`config.mk`:
```
export PLATFORM = sky130hd
export DESIGN_NAME = pkt_buffer_writer
export DESIGN_NICKNAME = d
export VERILOG_FILES = /design/src/rtl/pkt_buffer_writer.sv
export SDC_FILE = /design/constraint.sdc
export NUM_CORES = 1
export LEC_CHECK = 0
export ABC_AREA = 1
export CORE_AREA = 2 2 359 361
export CTS_CLUSTER_SIZE = 12
export DETAILED_ROUTE_END_ITERATION = 10
export DIE_AREA = 0 0 361 363
export GPL_ROUTABILITY_DRIVEN = 0
export PLACE_DENSITY_LB_ADDON = 0.08
export SLEW_MARGIN = 20
export SYNTH_ARGS = -nofsm -noshare
export SYNTH_HDL_FRONTEND = slang
export SYNTH_SLANG_ARGS = --single-unit
```
`constraint.sdc`:
```
create_clock -name clk -period 8.3 [get_ports clk]
set_input_delay 1.66 -clock clk [delete_from_list [all_inputs] [get_ports clk]]
set_output_delay 1.66 -clock clk [all_outputs]
set_load 0.05 [all_outputs]
```
`src/rtl/pkt_buffer_writer.sv`:
```
// pkt_buffer_writer: AXI4-Stream ingress stage. Each accepted beat is written
// into a circular packet buffer through BRAM port A; every completed packet
// yields one descriptor (start address, beat count, last tkeep, tuser, rank)
// for the PIFO. Packets longer than MAX_PKT_BEATS are discarded and counted.
//
// Handshakes: a beat transfers on a rising clk edge where s_axis_tvalid and
// s_axis_tready are both high, and a descriptor transfers where desc_valid and
// desc_ready are both high. s_axis_tready never looks at s_axis_tvalid. Once
// desc_valid is raised, the descriptor fields stay put until desc_ready is seen.
module pkt_buffer_writer #(
    parameter int DATA_WIDTH      = 256,
    parameter int KEEP_WIDTH      = DATA_WIDTH / 8,
    parameter int SUME_META_WIDTH = 128,
    parameter int ADDR_WIDTH      = 11,
    parameter int MAX_PKT_BEATS   = 64,
    parameter int LEN_WIDTH       = 8,
    parameter int RANK_LSB        = 64,
    parameter int RANK_WIDTH      = 16
) (
    input  logic                       clk,
    input  logic                       aresetn,
    input  logic [DATA_WIDTH-1:0]      s_axis_tdata,
    input  logic [KEEP_WIDTH-1:0]      s_axis_tkeep,
    input  logic [SUME_META_WIDTH-1:0] s_axis_tuser,
    input  logic                       s_axis_tvalid,
    input  logic                       s_axis_tlast,
    output logic                       s_axis_tready,
    output logic                       bram_wea,
    output logic [ADDR_WIDTH-1:0]      bram_addra,
    output logic [DATA_WIDTH-1:0]      bram_dina,
    input  logic [ADDR_WIDTH-1:0]      rd_free_ptr,
    output logic                       desc_valid,
    input  logic                       desc_ready,
    output logic [ADDR_WIDTH-1:0]      desc_addr,
    output logic [LEN_WIDTH-1:0]       desc_len,
    output logic [KEEP_WIDTH-1:0]      desc_last_keep,
    output logic [SUME_META_WIDTH-1:0] desc_tuser,
    output logic [RANK_WIDTH-1:0]      desc_rank,
    output logic [31:0]                drop_count,
    output logic [1:0]                 state_dbg
);

    typedef enum logic [1:0] {
        IDLE  = 2'd0,
        WRITE = 2'd1,
        DROP  = 2'd2
    } state_t;

    localparam logic [LEN_WIDTH:0] MAX_CNT = (LEN_WIDTH + 1)'(MAX_PKT_BEATS);

    state_t                     state, state_next;
    logic [ADDR_WIDTH-1:0]      wr_ptr, pkt_start, occ;
    logic [LEN_WIDTH:0]         beat_cnt, cnt_next;
    logic [SUME_META_WIDTH-1:0] tuser_q;
    logic                       full, accept, run;
    logic                       do_write, do_start, do_emit, do_rewind, do_drop;
    logic [ADDR_WIDTH-1:0]      emit_addr;
    logic [LEN_WIDTH-1:0]       emit_len;
    logic [SUME_META_WIDTH-1:0] emit_tuser;
    logic                       desc_free;

    // Staging slot between the tlast beat and the visible descriptor.
    logic                       pend_valid;
    logic [ADDR_WIDTH-1:0]      pend_addr;
    logic [LEN_WIDTH-1:0]       pend_len;
    logic [KEEP_WIDTH-1:0]      pend_keep;
    logic [SUME_META_WIDTH-1:0] pend_tuser;

    // Occupancy wraps naturally in ADDR_WIDTH bits; one slot is kept empty.
    assign occ       = wr_ptr - rd_free_ptr;
    assign full      = (occ == {ADDR_WIDTH{1'b1}});
    assign desc_free = !desc_valid || desc_ready;
    // run holds tready low until the first clock after reset release.
    assign s_axis_tready = run && ((state == DROP) || (!full && desc_free));
    assign accept    = s_axis_tvalid && s_axis_tready;
    assign cnt_next  = beat_cnt + (LEN_WIDTH + 1)'(1);
    assign desc_rank = desc_tuser[RANK_LSB +: RANK_WIDTH];
    assign state_dbg = state;

    // A single-beat packet is emitted straight from IDLE using live inputs.
    assign emit_addr  = (state == IDLE) ? wr_ptr : pkt_start;
    assign emit_len   = (state == IDLE) ? LEN_WIDTH'(1) : cnt_next[LEN_WIDTH-1:0];
    assign emit_tuser = (state == IDLE) ? s_axis_tuser : tuser_q;

    // State register.
    always_ff @(posedge clk or negedge aresetn) begin
        if (!aresetn) state <= IDLE;
        else          state <= state_next;
    end

    // Next state and per-beat actions.
    always_comb begin
        state_next = state;
        do_write   = 1'b0;
        do_start   = 1'b0;
        do_emit    = 1'b0;
        do_rewind  = 1'b0;
        do_drop    = 1'b0;
        case (state)
            IDLE: begin
                if (accept) begin
                    do_write = 1'b1;
                    do_start = 1'b1;
                    if (s_axis_tlast) do_emit = 1'b1;
                    else              state_next = WRITE;
                end
            end
            WRITE: begin
                if (accept) begin
                    if (cnt_next > MAX_CNT) begin
                        // Oversized: discard what was written by rewinding.
                        do_rewind = 1'b1;
                        if (s_axis_tlast) begin
                            do_drop    = 1'b1;
                            state_next = IDLE;
                        end else begin
                            state_next = DROP;
                        end
                    end else begin
                        do_write = 1'b1;
                        if (s_axis_tlast) begin
                            do_emit    = 1'b1;
                            state_next = IDLE;
                        end
                    end
                end
            end
            DROP: begin
                if (accept && s_axis_tlast) begin
                    do_drop    = 1'b1;
                    state_next = IDLE;
                end
            end
            default: state_next = IDLE;
        endcase
    end

    // Write pointer, packet bookkeeping and the registered BRAM write port.
    always_ff @(posedge clk or negedge aresetn) begin
        if (!aresetn) begin
            run        <= 1'b0;
            wr_ptr     <= '0;
            pkt_start  <= '0;
            beat_cnt   <= '0;
            tuser_q    <= '0;
            bram_wea   <= 1'b0;
            bram_addra <= '0;
            bram_dina  <= '0;
            drop_count <= '0;
        end else begin
            run      <= 1'b1;
            bram_wea <= do_write;
            if (do_write) begin
                bram_addra <= wr_ptr;
                bram_dina  <= s_axis_tdata;
            end
            if (do_rewind)     wr_ptr <= pkt_start;
            else if (do_write) wr_ptr <= wr_ptr + ADDR_WIDTH'(1);
            if (do_start) begin
                pkt_start <= wr_ptr;
                beat_cnt  <= (LEN_WIDTH + 1)'(1);
                tuser_q   <= s_axis_tuser;
            end else if (do_write) begin
                beat_cnt <= cnt_next;
            end
            if (do_drop && (drop_count != 32'hFFFF_FFFF))
                drop_count <= drop_count + 32'd1;
        end
    end

    // Two-stage descriptor path: staging slot, then the held output register.
    always_ff @(posedge clk or negedge aresetn) begin
        if (!aresetn) begin
            pend_valid     <= 1'b0;
            pend_addr      <= '0;
            pend_len       <= '0;
            pend_keep      <= '0;
            pend_tuser     <= '0;
            desc_valid     <= 1'b0;
            desc_addr      <= '0;
            desc_len       <= '0;
            desc_last_keep <= '0;
            desc_tuser     <= '0;
        end else begin
            if (desc_free) begin
                desc_valid <= pend_valid;
                if (pend_valid) begin
                    desc_addr      <= pend_addr;
                    desc_len       <= pend_len;
                    desc_last_keep <= pend_keep;
                    desc_tuser     <= pend_tuser;
                end
            end
            // An emit always coincides with desc_free, so the slot is drained.
            if (do_emit) begin
                pend_valid <= 1'b1;
                pend_addr  <= emit_addr;
                pend_len   <= emit_len;
                pend_keep  <= s_axis_tkeep;
                pend_tuser <= emit_tuser;
            end else if (desc_free) begin
                pend_valid <= 1'b0;
            end
        end
    end

endmodule
```
# Word level (Yosys, flattened, before mapping)
# Cells that the tools add are included.
# classes
n_reduce_logical	15
mux	34
order_cmp	1
n_addsub	4
eq_ne	9
# ops
operator	count
128-bit two-way mux	1
11-bit two-way mux	3
32-bit by 1-bit adder with 32-bit output, second input constant	1
32-bit inequality test, second input constant	1
9-bit two-way mux	2
1-bit two-way mux	16
2-bit two-way mux	7
11-bit by 1-bit adder with 11-bit output, second input constant	1
11-bit == test, second input constant	1
11-bit subtractor	1
9-bit by 1-bit adder with 9-bit output, second input constant	1
9-bit by 7-bit greater-than comparator with 1-bit output, second input constant	1
8-bit two-way mux	1
2-bit inequality test, second input constant	3
1-bit one-hot mux with 2 select lines	3
2-bit one-hot mux with 3 select lines	1
2-bit nonzero test	3
1-bit logical AND	5
5-bit AND reduction	1
3-bit inequality test, second input constant	1
2-bit by 1-bit == test with 1-bit output, second input constant	1
2-bit == test, second input constant	1
1-bit logical NOT	2
2-bit logical NOT	1
3 further kinds	4
# word_totals
input_bits	432
reg_bits	822
out_inout_bits	499
word_cells	83

# Logic depth before layout (Yosys ltp)
# depth
ltp_word	11
ltp_mapped	22

# Worst setup path after synthesis
# OpenSTA, ideal clock, no wires.
# synth_path
path_type	input-to-output
start	in rd_free_ptr[0]
end	out s_axis_tready
slack_ns	2.661
cell_stages	11
n_path_buf	0
arrival_time_ns	3.979
required_time_ns	6.640
path_cell_list	ha_1 fa_1 inv_1 nand3_1 nand2_1 a21oi_1 xor2_1 inv_1 nand3_1 nand2_1 a21boi_0
# synth_via
elab_chain_cells	6
# synth_rtl
element	line_no	text
start: declaration	31	input logic [ADDR_WIDTH-1:0] rd_free_ptr,
11-bit subtractor	70	assign occ = wr_ptr - rd_free_ptr;
11-bit == test	71	assign full = (occ == {ADDR_WIDTH{1'b1}});
1-bit logical NOT	74	assign s_axis_tready = run && ((state == DROP) || (!full && desc_free));
1-bit logical AND	74	
1-bit logical OR	74	
1-bit logical AND	74	
end: declaration	27	output logic s_axis_tready,
# Every way passes these cells.

# Worst setup path in the final report
# Ends and elaborated chain as after synthesis.

==> reports/qor.txt <==
Post-Route WL: 138100 um
Least-Margin Pin Slew: 1.115 ns
#FFs+latches synth: 822
Async SR Flop Fraction: 1.000
Required time worst endpoint: 6.64 ns
Post-route non-filler standard cell count: 6681
Starting density of the core: 0.2767
GRT Total Usage: 0.2064
Setup Viol. Count Final: 0
CTS root buf: clkbuf_16
Slew Limit Headroom: 0.2565
Gr ovfl total: 0
Post-CTS setup buffer count: 0
Primary FF master, synth: dfrtp_1
Leak: 23.63 nW
Post-DP HPWL: 93900 um
Share of layout cells above drive strength 1: 0.05260
CTS Buffer Depth: 3
Area grow syn2layout: 40.07%
Kind of critical path: input pin to output pin
Data arrival, critical path: 4.70 ns
Pre-CTS WS: 1.906 ns
CP Launch Type: input pin
EDFF count, synth: 0
Setup ws final: 1.937 ns
Max Clock Freq: 157.2 MHz
DP Cell Count: 6476
Num Clock Sinks: 822
Final hold violations: 0
Core Rows: 131
TritonCTS Buffers: 102
# DRC: 0
Nets: 5371
Status: finished, final reports clean
Slew Limit Fails: 0
Setup TNS: 0 ns
Yosys warning count: 0
First-pass GRT wire length: 203300 um
Final Util: 0.3875
Via count: 30010
Pre-antenna DRT Iters: 6
CP Capture Type: output pin
Die W: 361 um
Detail Route Antenna Nets: 0
Total power: 20.77 mW
Initial antenna violation count: 44
Io pins: 931
Mapped Area: 35150 um2
Worst IR Drop VDD: 234.9 uV
Min Tclk post-route: 6.363 ns
P per Cell Area: 421.9 nW/um2
Clk_lat worst skew: 0.71 ns
Period utilisation layout: 0.7666
Layout Skew: 0.02970 ns
Max Cap Viol: 0
CTS tree: yes
Worst-path clk slew: 0.05 ns
Yosys cell types: 34
Total die area: 131000 um2
Core Area: 127000 um2
DIE HEIGHT: 363 um
Post-Syn Area per Cell: 8.531 um2
Drt initial violations: 2299
IO buf count: 930
DR WL/cell: 20.67 um
Seq/Total Area, Yosys: 0.5853
Post-Synthesis Cells: 4120
Worst-path fanout max: 3
Vias in the first global route: 29740
Post-CTS resize count: 0
Largest net degree at the start of global routing: 261
Syn_nets: 4570
RSZ-0062 raised after global routing: false
# H-tree levels: 3
Cts hold-fix bufs: 0
FILL cells: 12880
Hold Crit Class: register to register
Via density: 4.492
-- worst max-delay path, cell delays in order --
cell and delay [ns]:
clkdlybuf4s50_1 0.41, ha_1 0.23, fa_1 0.38, inv_1 0.08
nand3_1 0.06, nand2_1 0.14, a21oi_1 0.10, xor2_1 0.13
inv_1 0.05, nand3_1 0.12, nand2_1 0.14, a21boi_0 0.21
clkdlybuf4s50_1 0.96
-- where the power goes --
group	internal [mW]	total (mW)	switching, mW
sequential	5.69	6.56	0.871
combinational	2.95	9.58	6.62
clock	2.79	4.64	1.84
-- Yosys cell counts, types with 6 or more instances --
cell	instances	area, um2
nand2_1	1804	6771
dfrtp_1	822	20570
nand3_1	469	2347
o21ai_0	315	1577
inv_1	216	810.8
buf_2	127	635.6
clkbuf_1	86	322.8
nor2_1	48	180.2
xor2_1	40	350.3
buf_4	35	262.8
mux2_2	34	382.9
ha_1	17	212.7
nor3_1	16	80.08
buf_6	12	135.1
nand4_1	12	75.07
a21oi_1	11	55.05
buf_1	10	37.54
xnor2_1	8	70.07
inv_2	7	26.28
nor2_2	6	37.54
nor4_1	6	37.54
-- routing by layer --
| metal | track usage | part of all wire |
|---|---|---|
| met1 | 0.2473 | 0.40 |
| met2 | 0.3447 | 0.49 |
| met4 | 0.06883 | 0.027 |
| met5 | 0.001452 | 0.000051 |
| met3 | 0.07220 | 0.084 |
-- sequential cells by signal, indices dropped and copies added (netlist names), 32 cells and up --
name,count
bram_dina,256
desc_tuser,128
pend_tuser,128
tuser_q,128
desc_last_keep,32
drop_count,32
pend_keep,32
-- placed cells by master, fill, tap and decap left out, drive strengths merged --
cell	n
xor2	40
nor3	17
fa	1
buf	38
a21boi	1
dfrtp	822
nand3	471
diode	19
and2	1
clkdlybuf4s50	929
nor2	55
nor4	6
clkbuf	162
ha	17
xnor2	8
clkinv	13
mux2	34
a21oi	11
o21ai	316
conb	1
clkinvlp	2
nand4	13
nand3b	3
inv	225
bufinv	5
nand2	1809
-- cell families (layout without fill, tap and decap cells) --
kind of cell,count (synthesis),after routing,synth area share
AO/OA/AOI/OAI,328,328,0.04678
multiplexers,34,34,0.01089
adder cells (fa/ha/maj),18,18,0.006621
AND/OR/NAND/NOR,2375,2375,0.2748
buffers and inverters,494,1374,0.06358
flip-flops,822,822,0.5853
other,1,20,0.0001067
XOR/XNOR,48,48,0.01196
-- path summary, 6_finish.rpt --
check | slack, ns | depth (start not counted) | startpoint | end
max | 1.94 | 13 | rd_free_ptr[0] | s_axis_tready
min | 0.46 | 2 | pend_keep[1]$_DFFE_PN0P_ | pend_keep[1]$_DFFE_PN0P_
max reg2reg | 3.41 | 20 | wr_ptr[0]$_DFFE_PN0P_ | bram_dina[127]$_DFFE_PN0P_
min reg2reg | 0.46 | 2 | pend_keep[1]$_DFFE_PN0P_ | pend_keep[1]$_DFFE_PN0P_
max in group asynchronous | 5.42 | 3 | aresetn | bram_dina[27]$_DFFE_PN0P_
min in group asynchronous | 1.02 | 1 | aresetn | desc_last_keep[25]$_DFFE_PN0P_
-- cell type report --
| cell class | instances | area, um2 | share of cell area |
|---|---|---|---|
| diodes | 19 | 47.55 | 0.0009658 |
| clock buffers | 162 | 3209 | 0.06519 |
| clock inverters | 21 | 311.5 | 0.006329 |
| inverters | 224 | 845.8 | 0.01718 |
| multi-input cells | 2804 | 12390 | 0.2516 |
| flip-flops and latches | 822 | 20570 | 0.4178 |
| well taps | 1662 | 2079 | 0.04224 |
| repair buffers | 967 | 9777 | 0.1986 |
-- through the flow --
stage	hold WS, ns	area, um2
3_3_place_gp	0.4531	45580
2_1_floorplan	0.4380	35150
3_5_place_dp	0.4551	45580
6_report	0.4648	49230
5_1_grt	0.4824	49220
4_1_cts	0.4698	49100
No activity file was read; power rests on OpenSTA's default activity.
